$ cat config.mk
export PLATFORM = sky130hd
export DESIGN_NAME = ro_puf_ctrl
export DESIGN_NICKNAME = d
export VERILOG_FILES = /design/src/rtl/ro_puf_ctrl.sv
export SDC_FILE = /design/constraint.sdc
export NUM_CORES = 1
export LEC_CHECK = 0
export CAP_MARGIN = 20
export CORE_MARGIN = 4
export CORE_UTILIZATION = 50
export DETAILED_ROUTE_END_ITERATION = 10
export PLACE_DENSITY = 0.85
export SLEW_MARGIN = 5
export SYNTH_ARGS = -nofsm -noshare
export SYNTH_HDL_FRONTEND = slang
export SYNTH_SLANG_ARGS = --single-unit
$ cat constraint.sdc
create_clock -name clk -period 3.38 [get_ports clk]
set_input_delay 0.676 -clock clk [delete_from_list [all_inputs] [get_ports clk]]
set_output_delay 0.676 -clock clk [all_outputs]
set_load 0.05 [all_outputs]
$ cat src/rtl/ro_puf_ctrl.sv
`default_nettype none
// ============================================================================
// Module      : ro_puf_ctrl
// Description : Ring-oscillator PUF controller; enables two oscillators,
//               counts their edges over a fixed window and compares them.
// Revision    : 1.0 - initial release
// ============================================================================
module ro_puf_ctrl #(
    parameter int N_RO       = 16,
    parameter int SEL_W      = $clog2(N_RO),
    parameter int CNT_W      = 16,
    parameter int SETTLE_CYC = 8,
    parameter int WINDOW     = 4096
) (
    input  logic                 clk,
    input  logic                 rst_n,
    input  logic                 start,
    input  logic [2*SEL_W-1:0]   challenge,
    output logic [N_RO-1:0]      ro_en,
    input  logic [N_RO-1:0]      ro_in,
    output logic                 busy,
    output logic                 done,
    output logic                 response,
    output logic                 tie,
    output logic                 err,
    output logic [CNT_W-1:0]     count_a,
    output logic [CNT_W-1:0]     count_b
);

    localparam logic [1:0] c_ST_IDLE   = 2'd0;
    localparam logic [1:0] c_ST_SETTLE = 2'd1;
    localparam logic [1:0] c_ST_COUNT  = 2'd2;
    localparam logic [1:0] c_ST_DONE   = 2'd3;

    localparam int c_TMR_MAX = (SETTLE_CYC > WINDOW) ? SETTLE_CYC : WINDOW;
    localparam int c_TMR_W   = $clog2(c_TMR_MAX + 1);
    localparam logic [c_TMR_W-1:0] c_SETTLE_LAST = c_TMR_W'(SETTLE_CYC - 1);
    localparam logic [c_TMR_W-1:0] c_WINDOW_LAST = c_TMR_W'(WINDOW - 1);
    localparam logic [CNT_W-1:0]   c_CNT_MAX     = {CNT_W{1'b1}};

    logic [1:0]         r_state;
    logic [SEL_W-1:0]   r_selA;
    logic [SEL_W-1:0]   r_selB;
    logic [c_TMR_W-1:0] r_timer;
    logic [CNT_W-1:0]   r_cntA;
    logic [CNT_W-1:0]   r_cntB;
    logic [N_RO-1:0]    r_sync1;
    logic [N_RO-1:0]    r_sync2;
    logic [N_RO-1:0]    r_syncPrev;

    logic [SEL_W-1:0]   w_chalA;
    logic [SEL_W-1:0]   w_chalB;
    logic [N_RO-1:0]    w_rise;
    logic [CNT_W-1:0]   w_nextA;
    logic [CNT_W-1:0]   w_nextB;

    assign w_chalA = challenge[SEL_W-1:0];
    assign w_chalB = challenge[2*SEL_W-1:SEL_W];
    assign w_rise  = r_sync2 & ~r_syncPrev;

    // Saturating increments; the final COUNT cycle's edge is folded into the result.
    always_comb begin
        w_nextA = r_cntA;
        w_nextB = r_cntB;
        if (w_rise[r_selA] && (r_cntA != c_CNT_MAX)) w_nextA = r_cntA + CNT_W'(1);
        if (w_rise[r_selB] && (r_cntB != c_CNT_MAX)) w_nextB = r_cntB + CNT_W'(1);
    end

    // Synchronisers run free so the edge pipeline is already primed when COUNT begins.
    always_ff @(posedge clk) begin
        if (!rst_n) begin
            r_sync1    <= '0;
            r_sync2    <= '0;
            r_syncPrev <= '0;
        end else begin
            r_sync1    <= ro_in;
            r_sync2    <= r_sync1;
            r_syncPrev <= r_sync2;
        end
    end

    always_ff @(posedge clk) begin
        if (!rst_n) begin
            r_state  <= c_ST_IDLE;
            r_selA   <= '0;
            r_selB   <= '0;
            r_timer  <= '0;
            r_cntA   <= '0;
            r_cntB   <= '0;
            ro_en    <= '0;
            busy     <= 1'b0;
            done     <= 1'b0;
            response <= 1'b0;
            tie      <= 1'b0;
            err      <= 1'b0;
            count_a  <= '0;
            count_b  <= '0;
        end else begin
            done <= 1'b0;
            case (r_state)
                c_ST_IDLE: begin
                    if (start) begin
                        busy <= 1'b1;
                        if (w_chalA == w_chalB) begin
                            r_state  <= c_ST_DONE;
                            done     <= 1'b1;
                            err      <= 1'b1;
                            response <= 1'b0;
                            tie      <= 1'b0;
                            count_a  <= '0;
                            count_b  <= '0;
                        end else begin
                            r_state <= c_ST_SETTLE;
                            err     <= 1'b0;
                            r_selA  <= w_chalA;
                            r_selB  <= w_chalB;
                            r_timer <= '0;
                            r_cntA  <= '0;
                            r_cntB  <= '0;
                            ro_en   <= (N_RO'(1) << w_chalA) | (N_RO'(1) << w_chalB);
                        end
                    end
                end
                c_ST_SETTLE: begin
                    if (r_timer == c_SETTLE_LAST) begin
                        r_timer <= '0;
                        r_state <= c_ST_COUNT;
                    end else begin
                        r_timer <= r_timer + c_TMR_W'(1);
                    end
                end
                c_ST_COUNT: begin
                    r_cntA <= w_nextA;
                    r_cntB <= w_nextB;
                    if (r_timer == c_WINDOW_LAST) begin
                        ro_en    <= '0;
                        count_a  <= w_nextA;
                        count_b  <= w_nextB;
                        response <= (w_nextA > w_nextB);
                        tie      <= (w_nextA == w_nextB);
                        done     <= 1'b1;
                        r_state  <= c_ST_DONE;
                    end else begin
                        r_timer <= r_timer + c_TMR_W'(1);
                    end
                end
                c_ST_DONE: begin
                    busy    <= 1'b0;
                    r_state <= c_ST_IDLE;
                end
                default: r_state <= c_ST_IDLE;
            endcase
        end
    end

endmodule
`default_nettype wire

# Word-level counts from Yosys, hierarchy flattened
# Index checks and enable logic that the tools add are counted.
# word_totals
in_bits,27
ff_bits,156
ramBits,0
memories,0
mem_bits_ro,0
latchBits,0
# op_classes
eq_ne,15
n_bitwise,4
shifts,2
n_mul,0
muxes,42
div,0
reduce_logical,14
n_addsub,3
n_lt_le_gt_ge,3
# ops
cell,n
16-bit 2-to-1 mux,11
16-bit case mux with 2 select lines,5
13-bit 2-to-1 mux,4
13-bit case mux with 3 select lines,1
16-bit by 1-bit adder with 16-bit output (second input constant),2
16-bit inequality test (second input constant),2
1-bit by 4-bit << shifter with 16-bit output (first input constant),2
16-bit AND,1
16-bit equality test,1
16-bit > comparator,1
16-bit NOT,1
16-bit bitwise OR,1
13-bit by 1-bit adder with 13-bit output (second input constant),1
13-bit by 12-bit equality test with 1-bit output (second input constant),1
13-bit by 3-bit equality test with 1-bit output (second input constant),1
2-bit inequality test (second input constant),6
4-bit AND reduction,3
4-bit by 5-bit less-than comparator with 1-bit output (second input constant),2
1-bit 2-to-1 mux,10
3-bit AND reduction,3
1-bit binary-select mux with 4-bit select,2
2-bit 2-to-1 mux,4
1-bit case mux with 2 select lines,4
2-bit case mux with 4 select lines,1
9 further kinds,13

# Longest topological paths before layout
# logic_depth
word_depth,9
ltp_mapped,17

# Worst setup path before layout
# Ideal clock, no wire load.
# synth_timing
path_type,register to register
from,register r_selA[0]
to,register tie
required_ns,3.310
arrival_time_ns,3.384
period_less_slack_ns,3.454
path_slack_ns,-0.074
path_stages_with_launch,15
cell_sequence,dfxtp_1 buf_6 or4b_1 nand4_1 a21oi_1 or4_4 buf_6 nor3_2 mux2_1 ha_1 nand3_1 nor3_1 nand3_1 or3_1 a21oi_1
# synth_via
elab_chain_cells,7
# synth_rtl
element,line,rtl
"start, declared",42,logic [SEL_W-1:0] r_selA;
"start signal, assigned",115,r_selA <= w_chalA;
1-bit binary-select mux with 4-bit select,65,if (w_rise[r_selA] && (r_cntA != c_CNT_MAX)) w_nextA = r_cntA + CNT_W'(1);
1-bit 2-to-1 mux (implied by the code),65,
1-bit logical AND,65,
16-bit 2-to-1 mux,65,
16-bit equality test,140,tie <= (w_nextA == w_nextB);
1-bit 2-to-1 mux,135,if (r_timer == c_WINDOW_LAST) begin
1-bit case mux with 2 select lines,100,case (r_state)
"end signal, assigned",140,
"end, declared",24,"output logic tie,"
# No other way between the ends. The select of a mux whose other input is x is not followed.
# A chain may end at the register's enable or synchronous reset.

# Worst setup path after layout
# layout_timing
from,register r_syncPrev[11]
to,register response
# layout_via
elab_chain_cells,9
elab_cells_between_ends,13
classes_between,order compare (1); mux (8); bitwise (2); reduce/logical (2)
# layout_rtl
element,line,rtl
"start, declared",49,logic [N_RO-1:0] r_syncPrev;
"start signal, assigned",78,r_syncPrev <= r_sync2;
16-bit NOT (*),59,assign w_rise = r_sync2 & ~r_syncPrev;
16-bit AND (*),59,
"1-bit binary-select mux with 4-bit select, on equally long branches","65, 66",
"1-bit 2-to-1 mux, on equally long branches","65, 66",
"1-bit logical AND, on equally long branches","65, 66",
"16-bit 2-to-1 mux, on equally long branches","65, 66",
16-bit > comparator (*),139,response <= (w_nextA > w_nextB);
1-bit 2-to-1 mux (*),135,
1-bit case mux with 2 select lines (*),100,
"end signal, assigned",139,
"end, declared",23,"output logic response,"
# Mark *: on every way between the ends. The rest lies on a longest branch, timed or not. The select of a mux whose other input is x is not followed.

==> out/results.ini <==
[critical_path]
r2r_cells = 16
regToRegSetupSlack_ns = -0.08
critPathKind = register to register
cp_max_fo = 6
cpPeakStageDelay_ns = 0.47
worstPathArrival_ns = 3.79
cp-end-kind = register
slowest_stage = mux4_2
crit_path_cell_trace = nand2b_4, mux4_2, and3b_1, buf_4, nor4_4, buf_12, buf_6, nand2_1, xnor2_1, ha_1, a21o_1, a21oi_2, nor2b_1, o31ai_1, o211ai_1, a32o_1
rr_startpoint = r_syncPrev[11]
cp.required_ns = 3.71
start_kind = register
r2r_end = response

[placed_design]
dp_hpwl_um = 15400
place_congestion = 0.939
placed_cell_area_um2 = 9360
io_buffers = 79
post-place-cells = 1248

[sta]
period_minus_slack_ns = 3.46
maxSlewViolCount = 0
slew_headroom_pct = 38.0
hold_violations = 0
skew_ns = 0.00722
worst_pin_slew_ns = 0.930
setup_viol = 2
fmaxAchievable_mhz = 289
rsz0062_at_grt = yes
setup_ws_ns = -0.0788
holdWs_ns = 0.431
fin_crit_sh_pct = 102

[synthesis]
ys.flop_type = dfxtp_1
synth_most_common_cell = dfxtp_1
synth_compound_area_share_pct = 15.9
synth_edf_count = 0
yosys.area.top_type = dfxtp_1
synth-seq-cells = 156
synth.area.top_cells = dfxtp_1, nand2_1, and2_1, o211ai_1, nor2_1
syn_inst = 956
ys_seq_area_share_pct = 39.0
synth_simple_gate_area_share_pct = 30.2
synth_top_family_by_area = simple AND/OR/NAND/NOR gates
syn_nets = 1006
synth_common_cells = dfxtp_1, nand2_1, nor2_1, clkbuf_1, nand3_1
avgSynthCellArea_um2 = 8.37
synthesis.area_um2 = 8000
synthAdderAreaFrac_pct = 3.60
synth.mux.area_fraction_pct = 3.07
synthArstFlopShare_pct = 0
yosys_warnings = 0
yosysUniqueCellTypes = 66
synth-xor-area-share_pct = 4.05
synth.top_cell.area_share_pct = 39.0

[cells_and_area]
fin_nets = 1119
drive_gt1_share_pct = 15.7
fin_area_um2 = 10200
diodes = 0
final-instance-count-excl-fill = 1291
syn2layout_area_growth_pct = 27.9

[drt]
totalWireLength_um = 22900
drt_iter0_markers = 874
detail_route.drc_violations = 0
ant_nets = 0
dr.pass1.iters = 5
vias = 8025
viasPerCell = 6.22
wl_per_cell_um = 17.8

[status]
failed_checks = negative setup slack
status = finished with violations

[cts]
cts_buffers = 17
cts_sinks = 156
clk_pin_slew_ns = 0.06
cts_tree = done
cts_max_level = 4
worstSkewPairLatency_ns = 0.44
clk_path_buf_depth = 2
root_buffer = clkbuf_16

[global_routing]
grt_pass1_vias = 7474
grt_usage_pct = 24.7
grt_pass1_wl_um = 36200
grt_overflow = 0
grt_max_degree = 57
antenna_found_initial = 0

[floorplan]
start_util_pct = 51.8
die_area_um2 = 18100
row_count = 45
core_um2 = 15400
io_pins = 80
die_y_um = 134
die_w_um = 134

[min_path]
hold_path_class = register to register
hp-start = r_sync1[9]
holdPathStages = 1
hold-path-endpoint = r_sync2[9]

[power_and_ir_drop]
p_total_mw = 5.60
p_leak_nw = 3.77
power_density_nw_per_um2 = 548
peakVddDrop_v = 0.000484

[run]
cap_violations = 0

-- sequential cells by signal, indices dropped and copies added, names as in the netlist, 13 cells and up --
signal and count:
count_a 16, count_b 16, r_cntA 16, r_cntB 16, r_sync1 16, r_sync2 16, r_syncPrev 16, ro_en 16
r_timer 13
-- through the flow --
step | setup TNS (ns) | utilization [%] | worst slack (ns)
2_1_floorplan | -0.00228 | - | -0.00228
3_3_place_gp | -0.00810 | 60.6 | -0.00810
3_5_place_dp | -0.104 | 60.6 | -0.0581
4_1_cts | -0.0615 | 65.0 | -0.0612
5_1_grt | -0.430 | 66.3 | -0.233
6_report | -0.149 | 66.3 | -0.0788
-- final cells by class --
class | count | area (um2)
fill | 1219 | 5200
multi-input combinational | 719 | 4750
sequential | 156 | 3130
timing repair buffer | 163 | 1470
clock buffer | 19 | 453
tap | 211 | 264
clock inverter | 11 | 113
inverter | 12 | 45.0
-- repair_timing --
action / CTS / global route
setup endpoints to repair: 2 / 2
buffers inserted: 4 / 8
gates cloned: 0 / 1
pin swaps: 7 / 14
gates resized for setup: 16 / 24
hold buffers: 0 / 0
-- critical path, delay by kind of cell (launching register included) --
| kind | cells | cell delay, ns |
|---|---|---|
| AOI/OAI and AO/OA | 5 | 0.87 |
| xor gates and xnor gates | 1 | 0.16 |
| adders and majority gates | 1 | 0.22 |
| buffers and inverters | 3 | 0.44 |
| DFF | 1 | 0.32 |
| muxes | 1 | 0.47 |
| and+or+nand+nor | 5 | 0.84 |
-- where the power goes --
group	leakage [nW]	switching [mW]	internal, mW
Sequential	1.27	0.0835	1.94
Clock	0.265	0.789	1.05
Combinational	2.24	1.06	0.677
Total	3.77	1.94	3.66
-- how the worst max path moves through the flow --
stage                   start       end  slack, ns
6_report       r_syncPrev[11]  response      -0.08
5_1_grt        r_syncPrev[11]  response      -0.23
4_1_cts        r_syncPrev[11]       tie      -0.06
3_5_place_dp        r_selA[0]       tie      -0.06
3_3_place_gp        r_cntB[2]       tie     -0.008
2_1_floorplan       r_selA[0]       tie     -0.002
-- layer usage --
metal / vias to the layer above / global-route usage [%] / share of wire [%] / wire length [um]
met4: 0 / 11.7 / 4.9 / 1120
met3: 109 / 6.00 / 7.9 / 1820
met2: 459 / 42.0 / 49 / 11300
li1: 3736 / - / - / -
met1: 3721 / 29.4 / 38 / 8720
met5: - / 0 / 0 / 0
-- layout by cell type (no fill, tap or decap), types with 12 or more instances in the layout --
| cell | n |
|---|---|
| a31oi_1 | 35 |
| xor2_1 | 12 |
| nand2_1 | 97 |
| and2_1 | 53 |
| nor2_1 | 71 |
| o21ai_0 | 31 |
| nand3_1 | 49 |
| xnor2_1 | 22 |
| clkdlybuf4s50_1 | 79 |
| nand4_1 | 20 |
| clkbuf_16 | 18 |
| nor3_1 | 19 |
| a21oi_1 | 18 |
| nand2b_1 | 15 |
| ha_1 | 20 |
| a22oi_1 | 16 |
| o211ai_1 | 39 |
| or4_1 | 35 |
| dfxtp_1 | 150 |
| buf_4 | 80 |
-- cells by family after synthesis --
logic type,Yosys count
AND/OR/NAND/NOR,450
AO/OA/AOI/OAI,191
flip-flops,156
buffers and inverters,81
XOR/XNOR,37
adder cells (fa/ha/maj),23
multiplexers,18
No activity file was read; power rests on OpenSTA's default activity.
